## src/rtl/tff_count_ctrl.sv

```systemverilog
// tff_count_ctrl: sequencer for a bank of toggle flip-flops.
// This block loads the bank through an XOR pattern, then steps it up or down
// to a programmed end value. It exports the per-bit toggle vector so that
// external TFF banks can follow in lockstep.
// Optional feature: define TFF_CTRL_BACK2BACK_EN to accept a new start in the
// final RUN cycle, so that runs chain with no idle cycle between them.
module tff_count_ctrl #(
  parameter int unsigned WIDTH = 4
) (
  input  logic             clk,
  input  logic             reset,
  input  logic             start,
  input  logic [WIDTH-1:0] limit,
  input  logic             dir,
  input  logic             hold,
  output logic [WIDTH-1:0] t_vec,
  output logic [WIDTH-1:0] count,
  output logic             busy,
  output logic             done
);

  typedef enum logic [0:0] {StIdle, StRun} state_e;

  state_e           state_q, state_d;
  logic [WIDTH-1:0] count_q;
  logic [WIDTH-1:0] limit_q, limit_d;
  logic             dir_q, dir_d;
  logic             busy_q, busy_d;
  logic             done_q, done_d;

  logic [WIDTH-1:0] up_t, dn_t;
  logic [WIDTH-1:0] load_val, end_val;
  logic             at_end;

  // Binary count toggle masks: bit i flips when all lower bits are 1 (up) or 0 (down).
  always_comb begin
    logic [WIDTH-1:0] low_mask;
    low_mask = '0;
    up_t     = '0;
    dn_t     = '0;
    for (int unsigned i = 0; i < WIDTH; i++) begin
      low_mask = (WIDTH'(1) << i) - WIDTH'(1);
      up_t[i]  = ((count_q & low_mask) == low_mask);
      dn_t[i]  = ((~count_q & low_mask) == low_mask);
    end
  end

  // The load value comes from the live inputs. The end value comes from the latched run setup.
  assign load_val = dir ? limit : '0;
  assign end_val  = dir_q ? '0 : limit_q;
  assign at_end   = (count_q == end_val);

  // Next-state, toggle vector and handshake decode.
  always_comb begin
    state_d = state_q;
    limit_d = limit_q;
    dir_d   = dir_q;
    done_d  = 1'b0;
    t_vec   = '0;
    case (state_q)
      StIdle: begin
        if (start) begin
          t_vec   = count_q ^ load_val;
          limit_d = limit;
          dir_d   = dir;
          state_d = StRun;
        end
      end
      StRun: begin
        if (hold) begin
          // Hold freezes both stepping and the end check, so each hold cycle adds one cycle.
          t_vec = '0;
        end else if (at_end) begin
          done_d  = 1'b1;
          state_d = StIdle;
`ifdef TFF_CTRL_BACK2BACK_EN
          if (start) begin
            t_vec   = count_q ^ load_val;
            limit_d = limit;
            dir_d   = dir;
            state_d = StRun;
          end
`endif
        end else begin
          t_vec = dir_q ? dn_t : up_t;
        end
      end
      default: state_d = StIdle;
    endcase
    busy_d = (state_d == StRun);
  end

  // State and bank mirror registers; count follows the TFF rule count ^ t_vec.
  always_ff @(posedge clk) begin
    if (reset) begin
      state_q <= StIdle;
      count_q <= '0;
      limit_q <= '0;
      dir_q   <= 1'b0;
      busy_q  <= 1'b0;
      done_q  <= 1'b0;
    end else begin
      state_q <= state_d;
      count_q <= count_q ^ t_vec;
      limit_q <= limit_d;
      dir_q   <= dir_d;
      busy_q  <= busy_d;
      done_q  <= done_d;
    end
  end

  assign count = count_q;
  assign busy  = busy_q;
  assign done  = done_q;

endmodule

```

## config.mk

```make
export PLATFORM = sky130hd
export DESIGN_NAME = tff_count_ctrl
export DESIGN_NICKNAME = d
export VERILOG_FILES = /design/src/rtl/tff_count_ctrl.sv
export SDC_FILE = /design/constraint.sdc
export NUM_CORES = 1
export LEC_CHECK = 0
export CORE_MARGIN = 3
export CORE_UTILIZATION = 30
export CTS_BUF_LIST = sky130_fd_sc_hd__clkbuf_8
export CTS_CLUSTER_SIZE = 14
export DETAILED_ROUTE_END_ITERATION = 10
export PLACE_DENSITY_LB_ADDON = 0.15
export SYNTH_ARGS = -nofsm -noshare
export SYNTH_HDL_FRONTEND = slang
export SYNTH_SLANG_ARGS = --single-unit
```

## constraint.sdc

```tcl
create_clock -name clk -period 2.2 [get_ports clk]
set_clock_uncertainty 0.1 [all_clocks]
set_input_delay 0.44 -clock clk [delete_from_list [all_inputs] [get_ports clk]]
set_output_delay 0.44 -clock clk [all_outputs]
set_load 0.01 [all_outputs]
```

==> results.sh, run 1 <==
export IMPL_fin_setup_tns_ns=0
export IMPL_globalRouteMet2Util_pct=27.7
export IMPL_clock_latency_ns=0.24
export IMPL_cts_hold_buffers=0
export IMPL_rr_worst_depth=7
export IMPL_die_x_um=56.9
export IMPL_drt_pre_antenna_iters=4
export IMPL_placedCellCount=166
export IMPL_buffers_on_ports=18
export IMPL_row_count=17
export IMPL_report_final_setup_viol=0
export IMPL_grt_start_max_net_pins=9
export IMPL_grt_antenna_before_repair=0
export IMPL_groute_layer_met1_usage_pct=19.0
export IMPL_ir_worst_vdd_v=0.000668
export IMPL_placement_setup_worst_slack_ns=-0.490
export IMPL_final_core_utilization_pct=54.8
export IMPL_worstSetupPathDepth=6
export IMPL_most_area_hungry_cell_type_in_the_yosys_netlist="sky130_fd_sc_hd__dfxtp_1"
export IMPL_synth_edff_count=0
export IMPL_wl_per_cell_um=13.9
export IMPL_critical_path_arrival_ns=1.63
export IMPL_min_delay_path_depth=2
export IMPL_synthesis_nets=108
export IMPL_global_route_usage_met3_pct=5.66
export IMPL_cp_slowest_stage_delay_ns=0.36
export IMPL_slowest_stage="sky130_fd_sc_hd__dfxtp_4"
export IMPL_postSynth_asyncResetShare_pct=0
export IMPL_power_static_leakage_nw=0.526
export IMPL_timing_hold_violations_final=0
export IMPL_synth_top_cells_by_area="sky130_fd_sc_hd__dfxtp_1 28%, sky130_fd_sc_hd__nand2_1 8.7%, sky130_fd_sc_hd__a21oi_1 5.1%"
export IMPL_grt_first_pass_wirelength_mm=4.12
export IMPL_layout_cells_most_common="sky130_fd_sc_hd__buf_4"
export IMPL_dieHeight_um=56.9
export IMPL_yosys_warnings=0
export IMPL_netlist_area_leader_share_pct=28.3
export IMPL_grt_busiest_layer="met2"
export IMPL_worstPathMaxFanout=7
export IMPL_critPathLaunchType="register"
export IMPL_maxSlewHeadroom_pct=81.4
export IMPL_synthesis_instances=99
export IMPL_gp_routability_congestion=0.903
export IMPL_tightestPinTransition_ns=0.278
export IMPL_fin_crit_ns=2.17
export IMPL_postSynth_topFlopCell="sky130_fd_sc_hd__dfxtp_1"
export IMPL_rsz0062_at_grt="yes"
export IMPL_syn_area_um2=778
export IMPL_ctsRootBufferMaster="sky130_fd_sc_hd__clkbuf_8"
export IMPL_timing_worst_setup_path_type="reg2out"
export IMPL_min_path_type="reg2reg"
export IMPL_boundaryPins=19
export IMPL_dp_final_hpwl_mm=1.72
export IMPL_clock_tree_buffer_depth=2
export IMPL_finalNonFillerCells=173
export IMPL_top_library_cells_by_usage_in_the_layout_fill_and_taps_aside="31 x sky130_fd_sc_hd__buf_4, 18 x sky130_fd_sc_hd__nand2_1, 12 x sky130_fd_sc_hd__clkdlybuf4s50_1, 8 x sky130_fd_sc_hd__nor2_1, 7 x sky130_fd_sc_hd__a21oi_1"
export IMPL_total_via_count_in_the_routed_design=884
export IMPL_post_layout_nets=155
export IMPL_synthDistinctLibCells=33
export IMPL_cp_top_family="compound AO/OA/AOI/OAI gates"
export IMPL_antenna_violating_nets_post_route=0
export IMPL_postSynthRegisterBits=11
export IMPL_clock_sink_count=11
export IMPL_worstPathRequired_ns=1.66
export IMPL_totalWireLength_mm=2.40
export IMPL_register_to_register_setup_slack_ns=0.18
export IMPL_overflow=0
export IMPL_detail_route_iter0_violations=22
export IMPL_cts_tree="built"
export IMPL_crit_path_end_kind="primary output"
export IMPL_critPathBufInv=2
export IMPL_run_status="finished, final reports clean"
export IMPL_cts_htree_levels=1
export IMPL_dieArea_um2=3240
export IMPL_final_layout_size_suffix_gt1_share_pct=41.4
export IMPL_cts_made_buffers=3
export IMPL_sequential_fraction_of_the_synthesis_area_pct=28.3
export IMPL_placeableCoreArea_um2=2340
export IMPL_p_per_area_nw_per_um2=742
export IMPL_maxClockFrequency_mhz=461
export IMPL_cts_reportedPaths_clkPinSlew_ns=0.05
export IMPL_nFillCells=228
export IMPL_postSynthAreaPerCell_um2=7.86
export IMPL_path_cells="nand4bb_1 -> o22a_1 -> a32oi_4 -> buf_6 -> o21ai_2 -> buf_2"
export IMPL_routed_via_density=5.11
export IMPL_drv_max_cap_violation_count=0
export IMPL_drt_drc_violations_left=0
export IMPL_maxSlewViolCount=0
export IMPL_initial_standard_cell_utilization_of_the_core_pct=33.3
export IMPL_layout_worst_path_cycle_share_pct=98.6
export IMPL_layout_setup_ws_ns=0.0317
export IMPL_vias_in_the_first_global_route=896
export IMPL_global_route_usage_total_pct=16.0
export IMPL_antenna_cells=0
export IMPL_syn2layout_area_growth_pct=64.8
export IMPL_holdWs_ns=0.386
==> cells in the mapped netlist (2+ instances only) <==
library cell	instances
sky130_fd_sc_hd__nor2_1	9
sky130_fd_sc_hd__or3_1	2
sky130_fd_sc_hd__a32oi_2	2
sky130_fd_sc_hd__nand2b_1	2
sky130_fd_sc_hd__o21ai_0	5
sky130_fd_sc_hd__a31oi_1	2
sky130_fd_sc_hd__nand4b_1	4
sky130_fd_sc_hd__nor3_1	2
sky130_fd_sc_hd__xor2_1	3
sky130_fd_sc_hd__or4_1	2
sky130_fd_sc_hd__clkbuf_1	3
sky130_fd_sc_hd__nand2_1	18
sky130_fd_sc_hd__buf_2	2
sky130_fd_sc_hd__buf_6	2
sky130_fd_sc_hd__nor2b_1	2
sky130_fd_sc_hd__xnor2_1	4
sky130_fd_sc_hd__a21oi_1	8
sky130_fd_sc_hd__dfxtp_1	11
sky130_fd_sc_hd__nand4_1	2
==> layer usage <==
metal	wire length [um]	share of wire, %
met1	1110	46
met2	1170	49
met3	99	4.1
met4	18	0.75
met5	0	0
==> path summary, 6_finish.rpt <==
path	endpoint	start
worst max-delay path	t_vec[2]	dir_q$_SDFFE_PP0P_
worst min-delay path	limit_q[1]$_SDFFE_PP0P_	limit_q[1]$_SDFFE_PP0P_
worst max register to register	count[3]$_SDFF_PP0_	dir_q$_SDFFE_PP0P_
worst min register to register	limit_q[1]$_SDFFE_PP0P_	limit_q[1]$_SDFFE_PP0P_
==> cells by family (layout without fill, tap and decap cells) <==
kind of cell / Yosys count / count (layout) / synth area share, %
compound gates: 22 / 22 / 20.7
xor+xnor: 7 / 7 / 7.88
buf+inv: 9 / 55 / 7.07
flops: 11 / 11 / 28.3
mux: 1 / 1 / 1.45
simple gates: 49 / 49 / 34.6
==> metrics by stage <==
stage / instance area [um^2] / total power [mW]
2_1_floorplan: 778 / 0.481
3_3_place_gp: 1160 / 0.688
3_5_place_dp: 1160 / 0.695
4_1_cts: 1260 / 0.940
5_1_grt: 1280 / 1.02
6_report: 1280 / 0.952
==> power breakdown <==
| group | internal [mW] | switching (mW) | total [mW] |
|---|---|---|---|
| registers | 0.230 | 0.0380 | 0.268 |
| clock network | 0.125 | 0.0842 | 0.209 |
| logic | 0.259 | 0.216 | 0.475 |
| total | 0.614 | 0.338 | 0.952 |
==> worst reg2reg max path, cell delays in order, from the launching register on <==
cell and delay (ns):
sky130_fd_sc_hd__dfxtp_4 0.38, sky130_fd_sc_hd__and2b_1 0.19, sky130_fd_sc_hd__a32oi_2 0.26, sky130_fd_sc_hd__a32oi_4 0.17
sky130_fd_sc_hd__buf_6 0.15, sky130_fd_sc_hd__buf_4 0.13, sky130_fd_sc_hd__or4_1 0.47, sky130_fd_sc_hd__nand4_1 0.09
==> cell type report <==
type                    count  area (um^2)  area share [%]
flip-flops and latches     11          229            17.9
multi-input cells          79          567            44.2
inverters                   1         3.75           0.293
repair buffers             50          402            31.3
clock inverters             1         5.00           0.390
clock buffers               3         41.3            3.22
well taps                  28         35.0            2.73
==> sequential cells by signal (all words and copies together), names as in the netlist <==
signal   cells
dir_q        1
limit_q      4
busy         1
count        4
done         1
==> what timing repair did <==
action	in CTS	in global routing
gates resized for setup	36	5
setup buffers	3	0
setup endpoints to repair	4	3
gates cloned	0	0
pin swaps	6	1
No activity file was read; power rests on OpenSTA's default activity.
==> run 2, diff against run 1 <==
--- a/config.mk
+++ b/config.mk
@@ -11,6 +11,7 @@
 export CTS_CLUSTER_SIZE = 14
 export DETAILED_ROUTE_END_ITERATION = 10
 export PLACE_DENSITY_LB_ADDON = 0.15
+export SLEW_MARGIN = 10
 export SYNTH_ARGS = -nofsm -noshare
 export SYNTH_HDL_FRONTEND = slang
 export SYNTH_SLANG_ARGS = --single-unit
==> constraint.sdc (replaced) <==
create_clock -name clk -period 2.6 [get_ports clk]
set_clock_uncertainty 0.1 [all_clocks]
set_input_delay 0.52 -clock clk [delete_from_list [all_inputs] [get_ports clk]]
set_output_delay 0.52 -clock clk [all_outputs]
set_load 0.01 [all_outputs]
==> run 2 against run 1 <==
  * Global-route usage decreased by 2.2 points
  * Critical endpoint is now t_vec[3]
  * Core utilization decreased by 5.5 points
  * Sequential power decreased by 16%
  * Die area unchanged
  * Cell count decreased by 5.8%
  * Critical path depth unchanged
==> results.sh, run 2 (synthesis gave the netlist of run 1 again) <==
export IMPL_report_final_setup_viol=0
export IMPL_syn2layout_area_growth_pct=48.4
export IMPL_cts_reportedPaths_clkPinSlew_ns=0.05
export IMPL_placeableCoreArea_um2=2340
export IMPL_grt_antenna_before_repair=0
export IMPL_crit_path_end_kind="primary output"
export IMPL_clock_sink_count=11
export IMPL_dieArea_um2=3240
export IMPL_gp_routability_congestion=0.853
export IMPL_cts_htree_levels=1
export IMPL_final_core_utilization_pct=49.4
export IMPL_antenna_violating_nets_post_route=0
export IMPL_layout_worst_path_cycle_share_pct=95.9
export IMPL_grt_first_pass_wirelength_mm=3.53
export IMPL_buffers_on_ports=18
export IMPL_die_x_um=56.9
export IMPL_timing_hold_violations_final=0
export IMPL_cp_slowest_stage_delay_ns=0.50
export IMPL_post_layout_nets=145
export IMPL_path_cells="clkdlybuf4s50_1 -> nand2b_4 -> a21oi_1 -> a32oi_2 -> o21ai_1 -> dlygate4sd2_1"
export IMPL_placement_setup_worst_slack_ns=-0.215
export IMPL_fin_setup_tns_ns=0
export IMPL_critical_path_arrival_ns=1.87
export IMPL_ir_worst_vdd_v=0.000441
export IMPL_cts_made_buffers=3
export IMPL_worstPathMaxFanout=5
export IMPL_drt_pre_antenna_iters=3
export IMPL_drv_max_cap_violation_count=0
export IMPL_layout_cells_most_common="sky130_fd_sc_hd__buf_4"
export IMPL_register_to_register_setup_slack_ns=0.69
export IMPL_fin_crit_ns=2.49
export IMPL_vias_in_the_first_global_route=785
export IMPL_min_path_type="reg2reg"
export IMPL_maxClockFrequency_mhz=401
export IMPL_top_library_cells_by_usage_in_the_layout_fill_and_taps_aside="22 x sky130_fd_sc_hd__buf_4, 18 x sky130_fd_sc_hd__nand2_1, 13 x sky130_fd_sc_hd__clkdlybuf4s50_1, 10 x sky130_fd_sc_hd__dfxtp_1, 9 x sky130_fd_sc_hd__nor2_1"
export IMPL_cts_tree="built"
export IMPL_overflow=0
export IMPL_dieHeight_um=56.9
export IMPL_clock_tree_buffer_depth=2
export IMPL_p_per_area_nw_per_um2=627
export IMPL_holdWs_ns=0.396
export IMPL_worstPathRequired_ns=1.98
export IMPL_run_status="finished, final reports clean"
export IMPL_antenna_cells=0
export IMPL_power_static_leakage_nw=0.470
export IMPL_final_layout_size_suffix_gt1_share_pct=27.4
export IMPL_boundaryPins=19
export IMPL_initial_standard_cell_utilization_of_the_core_pct=33.3
export IMPL_timing_worst_setup_path_type="in2out"
export IMPL_nFillCells=245
export IMPL_cp_top_family="buffers and inverters"
export IMPL_critPathLaunchType="input port"
export IMPL_slowest_stage="sky130_fd_sc_hd__clkdlybuf4s50_1"
export IMPL_grt_start_max_net_pins=11
export IMPL_placedCellCount=157
export IMPL_dp_final_hpwl_mm=1.60
export IMPL_maxSlewViolCount=0
export IMPL_totalWireLength_mm=2.13
export IMPL_rsz0062_at_grt="no"
export IMPL_global_route_usage_total_pct=13.8
export IMPL_routed_via_density=4.94
export IMPL_detail_route_iter0_violations=14
export IMPL_wl_per_cell_um=13.1
export IMPL_finalNonFillerCells=163
export IMPL_critPathBufInv=2
export IMPL_clock_latency_ns=0.24
export IMPL_layout_setup_ws_ns=0.107
export IMPL_drt_drc_violations_left=0
export IMPL_row_count=17
export IMPL_total_via_count_in_the_routed_design=805
export IMPL_maxSlewHeadroom_pct=77.0
export IMPL_ctsRootBufferMaster="sky130_fd_sc_hd__clkbuf_8"
export IMPL_tightestPinTransition_ns=0.344
## run 2: cell count changes in the layout (fill, tap and decap cells not counted), sizes merged
cell and delta:
clkbuf +1, buf -14, clkdlybuf4s50 +1, dlygate4sd2 +2
## run 2: where the power goes
part | internal (mW) | total, mW | switching [mW]
Combinational | 0.175 | 0.323 | 0.148
Clock | 0.106 | 0.175 | 0.0690
Sequential | 0.193 | 0.226 | 0.0333
Total | 0.474 | 0.724 | 0.250
## run 2: worst min-delay path, cell delays in order, from the launching register on
cell	delay (ns)
sky130_fd_sc_hd__dfxtp_2	0.34
sky130_fd_sc_hd__nand2_1	0.06
sky130_fd_sc_hd__a21oi_1	0.05
## run 2: area by class of cell
| type | count | area, um^2 | share of cell area, % |
|---|---|---|---|
| flip-flops and latches | 11 | 221 | 19.2 |
| multi-input cells | 79 | 513 | 44.4 |
| clock inverters | 1 | 5.00 | 0.433 |
| repair buffers | 40 | 335 | 29.0 |
| well taps | 28 | 35.0 | 3.03 |
| inverters | 1 | 3.75 | 0.325 |
| clock buffers | 3 | 41.3 | 3.58 |
## run 2: metal layers
| layer | share of wire (%) | vias to the layer above | global-route usage (%) |
|---|---|---|---|
| met2 | 45 | 12 | 21.2 |
| li1 | - | 427 | - |
| met5 | 0 | - | 0 |
| met3 | 2.9 | 6 | 4.07 |
| met1 | 49 | 360 | 18.5 |
| met4 | 2.7 | 0 | 4.30 |
## run 2: repair_timing
| action | CTS | global route |
|---|---|---|
| pin swaps | 1 | 2 |
| hold buffers | 0 | 0 |
| setup endpoints to repair | 4 | 3 |
| gates resized for setup | 7 | 6 |
| buffers inserted | 2 | 0 |
## run 2: path summary, 6_finish.rpt
path / from / end / cells after the start
worst max-delay path: hold / t_vec[3] / 6
worst min-delay path: dir_q$_SDFFE_PP0P_ / dir_q$_SDFFE_PP0P_ / 2
worst max register to register: dir_q$_SDFFE_PP0P_ / count[3]$_SDFF_PP0_ / 6
worst min register to register: dir_q$_SDFFE_PP0P_ / dir_q$_SDFFE_PP0P_ / 2
## run 2: stage by stage
stage	power, mW	cell area (um^2)
floorplan	0.407	778
global placement	0.545	1090
detailed placement	0.549	1090
CTS	0.728	1150
global route	0.773	1150
finish	0.724	1150
